===== src/rtl/gpio_irq_capture.sv =====
// Multi-channel GPIO input conditioner: per-bit synchroniser and debounce filter,
// edge/mode detection into sticky W1C status bits, and an aggregated level interrupt.
module gpio_irq_capture #(
  parameter int C_NUM_CH       = 2,
  parameter int C_GPIO_WIDTH   = 32,
  parameter int C_SYNC_STAGES  = 2,
  parameter int C_DEBOUNCE_CYC = 4
) (
  input  logic                             clk,
  input  logic                             rst,
  input  logic [C_NUM_CH*C_GPIO_WIDTH-1:0]   gpio_io_i,
  output logic [C_NUM_CH*C_GPIO_WIDTH-1:0]   gpio_data_o,
  input  logic [2*C_NUM_CH*C_GPIO_WIDTH-1:0] irq_mode,
  input  logic [C_NUM_CH*C_GPIO_WIDTH-1:0]   irq_en,
  input  logic                             gier,
  input  logic [C_NUM_CH*C_GPIO_WIDTH-1:0]   isr_clr,
  output logic [C_NUM_CH*C_GPIO_WIDTH-1:0]   isr_o,
  output logic [C_NUM_CH-1:0]                ch_irq_o,
  output logic                             ip2intc_irpt
);

  localparam int unsigned N   = C_NUM_CH * C_GPIO_WIDTH;
  localparam int unsigned NCH = C_NUM_CH;
  localparam int unsigned W   = C_GPIO_WIDTH;
  localparam int unsigned S   = C_SYNC_STAGES;
  localparam int unsigned CW  = $clog2(C_DEBOUNCE_CYC + 1);
  localparam logic [CW-1:0] CNT_LAST = CW'(C_DEBOUNCE_CYC - 1);

  logic [N-1:0]  sync_r [S];
  logic [N-1:0]  sync_q;
  logic [CW-1:0] cnt [N];
  logic [N-1:0]  stable;
  logic [N-1:0]  stable_q;
  logic [N-1:0]  rise;
  logic [N-1:0]  fall;
  logic [N-1:0]  evt;

  always_ff @(posedge clk or posedge rst) begin
    if (rst) begin
      for (int unsigned s = 0; s < S; s++) sync_r[s] <= '0;
    end else begin
      sync_r[0] <= gpio_io_i;
      for (int unsigned s = 1; s < S; s++) sync_r[s] <= sync_r[s-1];
    end
  end

  assign sync_q = sync_r[S-1];

  // Any sample equal to the accepted value restarts the count, dropping short glitches.
  always_ff @(posedge clk or posedge rst) begin
    if (rst) begin
      stable <= '0;
      for (int unsigned b = 0; b < N; b++) cnt[b] <= '0;
    end else begin
      for (int unsigned b = 0; b < N; b++) begin
        if (sync_q[b] == stable[b]) begin
          cnt[b] <= '0;
        end else if (cnt[b] == CNT_LAST) begin
          stable[b] <= sync_q[b];
          cnt[b]    <= '0;
        end else begin
          cnt[b] <= cnt[b] + CW'(1);
        end
      end
    end
  end

  assign gpio_data_o = stable;

  always_ff @(posedge clk or posedge rst) begin
    if (rst) stable_q <= '0;
    else     stable_q <= stable;
  end

  always_comb begin
    rise = stable & ~stable_q;
    fall = ~stable & stable_q;
    evt  = '0;
    for (int unsigned b = 0; b < N; b++) begin
      evt[b] = (irq_mode[2*b] & rise[b]) | (irq_mode[2*b+1] & fall[b]);
    end
  end

  // New events are ORed in after the clear so a colliding clear never loses an event.
  always_ff @(posedge clk or posedge rst) begin
    if (rst) begin
      isr_o        <= '0;
      ip2intc_irpt <= 1'b0;
    end else begin
      isr_o        <= (isr_o & ~isr_clr) | (evt & irq_en);
      ip2intc_irpt <= gier & (|isr_o);
    end
  end

  always_comb begin
    ch_irq_o = '0;
    for (int unsigned c = 0; c < NCH; c++) begin
      ch_irq_o[c] = |isr_o[c*W +: W];
    end
  end

endmodule


===== config.mk =====
export PLATFORM = sky130hd
export DESIGN_NAME = gpio_irq_capture
export DESIGN_NICKNAME = d
export VERILOG_FILES = /design/src/rtl/gpio_irq_capture.sv
export SDC_FILE = /design/constraint.sdc
export NUM_CORES = 1
export LEC_CHECK = 0
export BUFFER_PORTS_ARGS = -buffer_cell sky130_fd_sc_hd__clkbuf_2
export CAP_MARGIN = 5
export CORE_ASPECT_RATIO = 1.4
export CORE_MARGIN = 2
export CORE_UTILIZATION = 35
export DETAILED_ROUTE_END_ITERATION = 10
export GPL_TIMING_DRIVEN = 1
export REMOVE_ABC_BUFFERS = 1
export SYNTH_ARGS = -nofsm -noshare
export SYNTH_HDL_FRONTEND = slang
export SYNTH_SLANG_ARGS = --single-unit

===== constraint.sdc =====
create_clock -name clk -period 18.87 [get_ports clk]
set_input_delay 2.8305 -clock clk [delete_from_list [all_inputs] [get_ports clk]]
set_output_delay 2.8305 -clock clk [all_outputs]
set_load 0.05 [all_outputs]

Yosys cells after proc, flatten, opt, wreduce, memory -nomap -nowiden
Cells that the tools add are included.
{"block": "word_totals", "register_bits": 513, "input_bits": 323, "word_cells": 785}
{"block": "classes", "addsub": 64, "n_eq_ne": 128, "muxes": 128, "bitwise": 265, "reduce_logical": 67}
{"operator": "$mux W3", "count": 128}
{"operator": "$and A64 B64 Y64", "count": 4}
{"operator": "$add A3 B1 Y3 const B", "count": 64}
{"operator": "$eq A3 B2 Y1 const B", "count": 64}
{"operator": "$not A64 Y64", "count": 3}
{"operator": "$and A1 B1 Y1", "count": 129}
{"operator": "$reduce_and A2 Y1", "count": 64}
{"operator": "$eq A1 B1 Y1", "count": 64}
{"operator": "$not A1 Y1", "count": 64}
{"operator": "$or A1 B1 Y1", "count": 64}
{"operator": "$or A64 B64 Y64", "count": 1}
{"operator": "$reduce_or A32 Y1", "count": 2}
{"operator": "$reduce_or A64 Y1", "count": 1}

Longest topological paths before layout
{"block": "depth", "ltp_word": 6, "depth_mapped": 3, "depth_no_buf": 3}

Worst setup path before layout
Ideal clock, no wire load.
{"block": "synth_path", "path_kind": "register to output", "start": "reg isr_o[51]", "end": "out ch_irq_o[1]", "t_arrival_ns": 1.422, "t_required_ns": 16.039, "slack_ns": 14.617, "path_stages_with_launch": 4, "path_buffers": 0, "path_cell_list": "dfrtp_1 nor4_1 nand4_1 or2_1"}
{"block": "synth_between", "elab_chain_len": 1}
{"element": "start: declaration", "line": "17", "rtl": "output logic [C_NUM_CH*C_GPIO_WIDTH-1:0] isr_o,"}
{"element": "start signal: assignment", "line": "90", "rtl": "isr_o <= (isr_o & ~isr_clr) | (evt & irq_en);"}
{"element": "$reduce_or A32 Y1", "line": "98", "rtl": "ch_irq_o[c] = |isr_o[c*W +: W];"}
{"element": "end: declaration", "line": "18", "rtl": "output logic [C_NUM_CH-1:0] ch_irq_o,"}
Every way passes these cells.

Final worst setup path
{"block": "layout_path", "start": "reg isr_o[23]", "end": "out ch_irq_o[0]"}
The elaborated chain is that of the path after synthesis.

==> results.ini <==
[run_status]
status=complete, no violations

[setup_path]
startpoint=isr_o[23]
crit_end=ch_irq_o[0]
crit_chain=nor4_1 > nand4_1 > or2_1 > clkbuf_2
cp_num_buf_inv=1
rrSetupSlack_ns=16.60
r2r-start=isr_o[23]
worst_setup_path_end_kind=output pin
path_max_fanout=3
cp.arrival_ns=2.89
r2r_cells=3
path_depth=4
crit_type=flop to output pin
slowest_stage=nor4_1
crit_family=simple AND/OR/NAND/NOR gates
start_kind=flop
r2r_end=ip2intc_irpt
crit_required_ns=16.04
max_stage_delay_ns=0.72

[timing]
worst_pin_slew_ns=1.057
finalMaxSlewViolations=0
post-route-period-util_pct=30.31
relSlewSlack_pct=29.52
finalCriticalPeriod_ns=5.720
finalClockSkew_ns=0.02172
fmax_mhz=174.8
finalSetupTns_ns=0
rsz0062_at_grt=false
setup_viol=0
setup_ws_ns=13.15
finalHoldViolations=0

[drt]
avgViaCountPerCell=4.601
firstDrtPassIters=4
wl_per_cell_um=15.10
drtIter0Drc=340
num_vias=11840
drc=0
ant_nets=0
wirelength_mm=38.84

[floorplanning]
rows=100
start_util_pct=35.35
die_h_um=277.9
fp.coreArea_um2=53050
die_area_um2=55470
io-pin-count=454
die_w_um=199.6

[clocking]
cts_resized=0
cts_buffers=50
post-cts-setup-buffers=0
clk_pin_slew_ns=0.06
cts_hold_buf=0
htree_levels=2
cts.sinks=513
clockRootBuffer=clkbuf_16
clock_latency_ns=0.58
clockBufferDepth=3
cts_tree=built

[global_routing]
grt_pass1_vias=12290
overflow=0
track_usage_pct=13.84
grt_max_degree=121
grt_pass1_wl_mm=60.96
antenna_found_initial=2

[place]
io_buffers=453
dp_slack_ns=12.31
hpwl_mm=28.89
gp_congestion=0.8672

[power]
power_density_nw_per_um2=165.8
internal_power_w=0.002470
clkPwrFrac_pct=26.4
p_sw_w=0.001459
peakVddDrop_v=0.0001004
p_sw_share_pct=37.14
pwr-share-comb_pct=30.8
power_leakage_nw=11.76
p_seq_share_pct=42.8

[yosys]
synth_top_area_share_pct=68.45
syn_inst=1305
synth_top_area_cell=dfrtp_1
synth_area_um2=18750
synth-seq-area-share_pct=68.45
synth.avg_cell_area_um2=14.37
synth_area_leaders=dfrtp_1, nor3b_1, ha_1, mux2_2, xnor2_1
yosys.cell_types.count=20
ys_ff_latch=513
ys_warn_count=0

[hold_path]
hold_depth=0
min_path_type=flop to flop

[cells_and_area]
nNetsFinal=2204
drive_gt1_share_pct=32.63
area_delta_synth_final_pct=26.35
layout_common_cells=dfrtp_1, clkbuf_2, nor3b_1
layout_commonest_cell=dfrtp_1

[flow_run]
cap_violations=0

[final cells by class]
cell class | count | area, um^2
diodes | 1 | 2.502
clock buffers | 71 | 1411
clock inverters | 21 | 307.8
fillers | 4912 | 29360
inverters | 65 | 251.5
multi-input cells | 727 | 5672
flip-flops and latches | 513 | 12840
well taps | 714 | 893.4
repair buffers | 460 | 2320
[cell families (layout without fill, tap and decap cells)]
logic type	Yosys count	after routing	synth area share [%]
simple gates	406	406	14.37
other cells	0	1	0
xor+xnor	64	64	2.989
fa+ha+maj	64	64	4.270
compound gates	129	129	4.770
buf+inv	65	617	1.301
flops	513	513	68.45
mux	64	64	3.843
[per-stage QoR]
step                instance area, um^2  total power, W  cells  utilization, %  hold WS, ns
floorplan                         18750        0.002548   1305               -       0.3312
finish                            23700        0.003929   2572           44.67       0.3460
CTS                               23690        0.003999   2571           44.66       0.3481
global placement                  21970        0.002885   2479           41.42       0.3310
detailed placement                21970        0.002937   2479           41.42       0.3347
global route                      23690        0.004168   2571           44.66       0.3488
[worst min path at each step]
stage | end | start | slack, ns
after CTS | sync_q[45] | sync_r[109] | 0.35
after detailed placement | sync_q[40] | sync_r[104] | 0.33
after floorplan | sync_q[0] | sync_r[64] | 0.33
after global placement | sync_q[60] | sync_r[124] | 0.33
after global routing | sync_q[52] | sync_r[116] | 0.35
final | sync_q[22] | sync_r[86] | 0.35
[worst reg2reg max path, stage by stage (launching register included)]
cell,delay [ns]
dfrtp_1,0.40
nor4_1,0.72
nand4_1,0.51
o41a_1,0.54
[sequential cells by signal, summed over array words and instances (netlist names)]
| register | count |
|---|---|
| cnt | 192 |
| gpio_data_o | 64 |
| ip2intc_irpt | 1 |
| isr_o | 64 |
| stable_q | 64 |
| sync_q | 64 |
| sync_r | 64 |
[routing by layer]
| metal | global-route usage (%) | wire (um) | up-vias |
|---|---|---|---|
| met5 | 0 | 22 | - |
| met1 | 15.76 | 15310 | 5778 |
| met2 | 24.78 | 19690 | 390 |
| met3 | 3.660 | 2776 | 72 |
| met4 | 4.786 | 1037 | 4 |
| li1 | - | - | 5591 |
[power groups by stage]
stage          logic (W)  registers (W)  clock network, W
2_1_floorplan   0.000487        0.00206                 0
6_report         0.00121        0.00168           0.00104
3_5_place_dp     0.00123        0.00170                 0
3_3_place_gp     0.00120        0.00168                 0
5_1_grt          0.00132        0.00173           0.00112
4_1_cts          0.00124        0.00169           0.00108
[synth_stat cells]
| cell type | number |
|---|---|
| or2_1 | 2 |
| nor2b_1 | 29 |
| o21ai_0 | 64 |
| nor3b_1 | 121 |
| nand3b_1 | 64 |
| nand2_1 | 64 |
| and3b_1 | 42 |
| o41a_1 | 1 |
| inv_1 | 65 |
| dfrtp_1 | 513 |
| a22o_1 | 62 |
| nor4_2 | 1 |
| nor3_1 | 22 |
| xnor2_1 | 64 |
| ha_1 | 64 |
| a22o_2 | 2 |
| nand2b_1 | 42 |
| nand4_1 | 4 |
| mux2_2 | 64 |
| nor4_1 | 15 |
(Power assumes the default switching activity.)
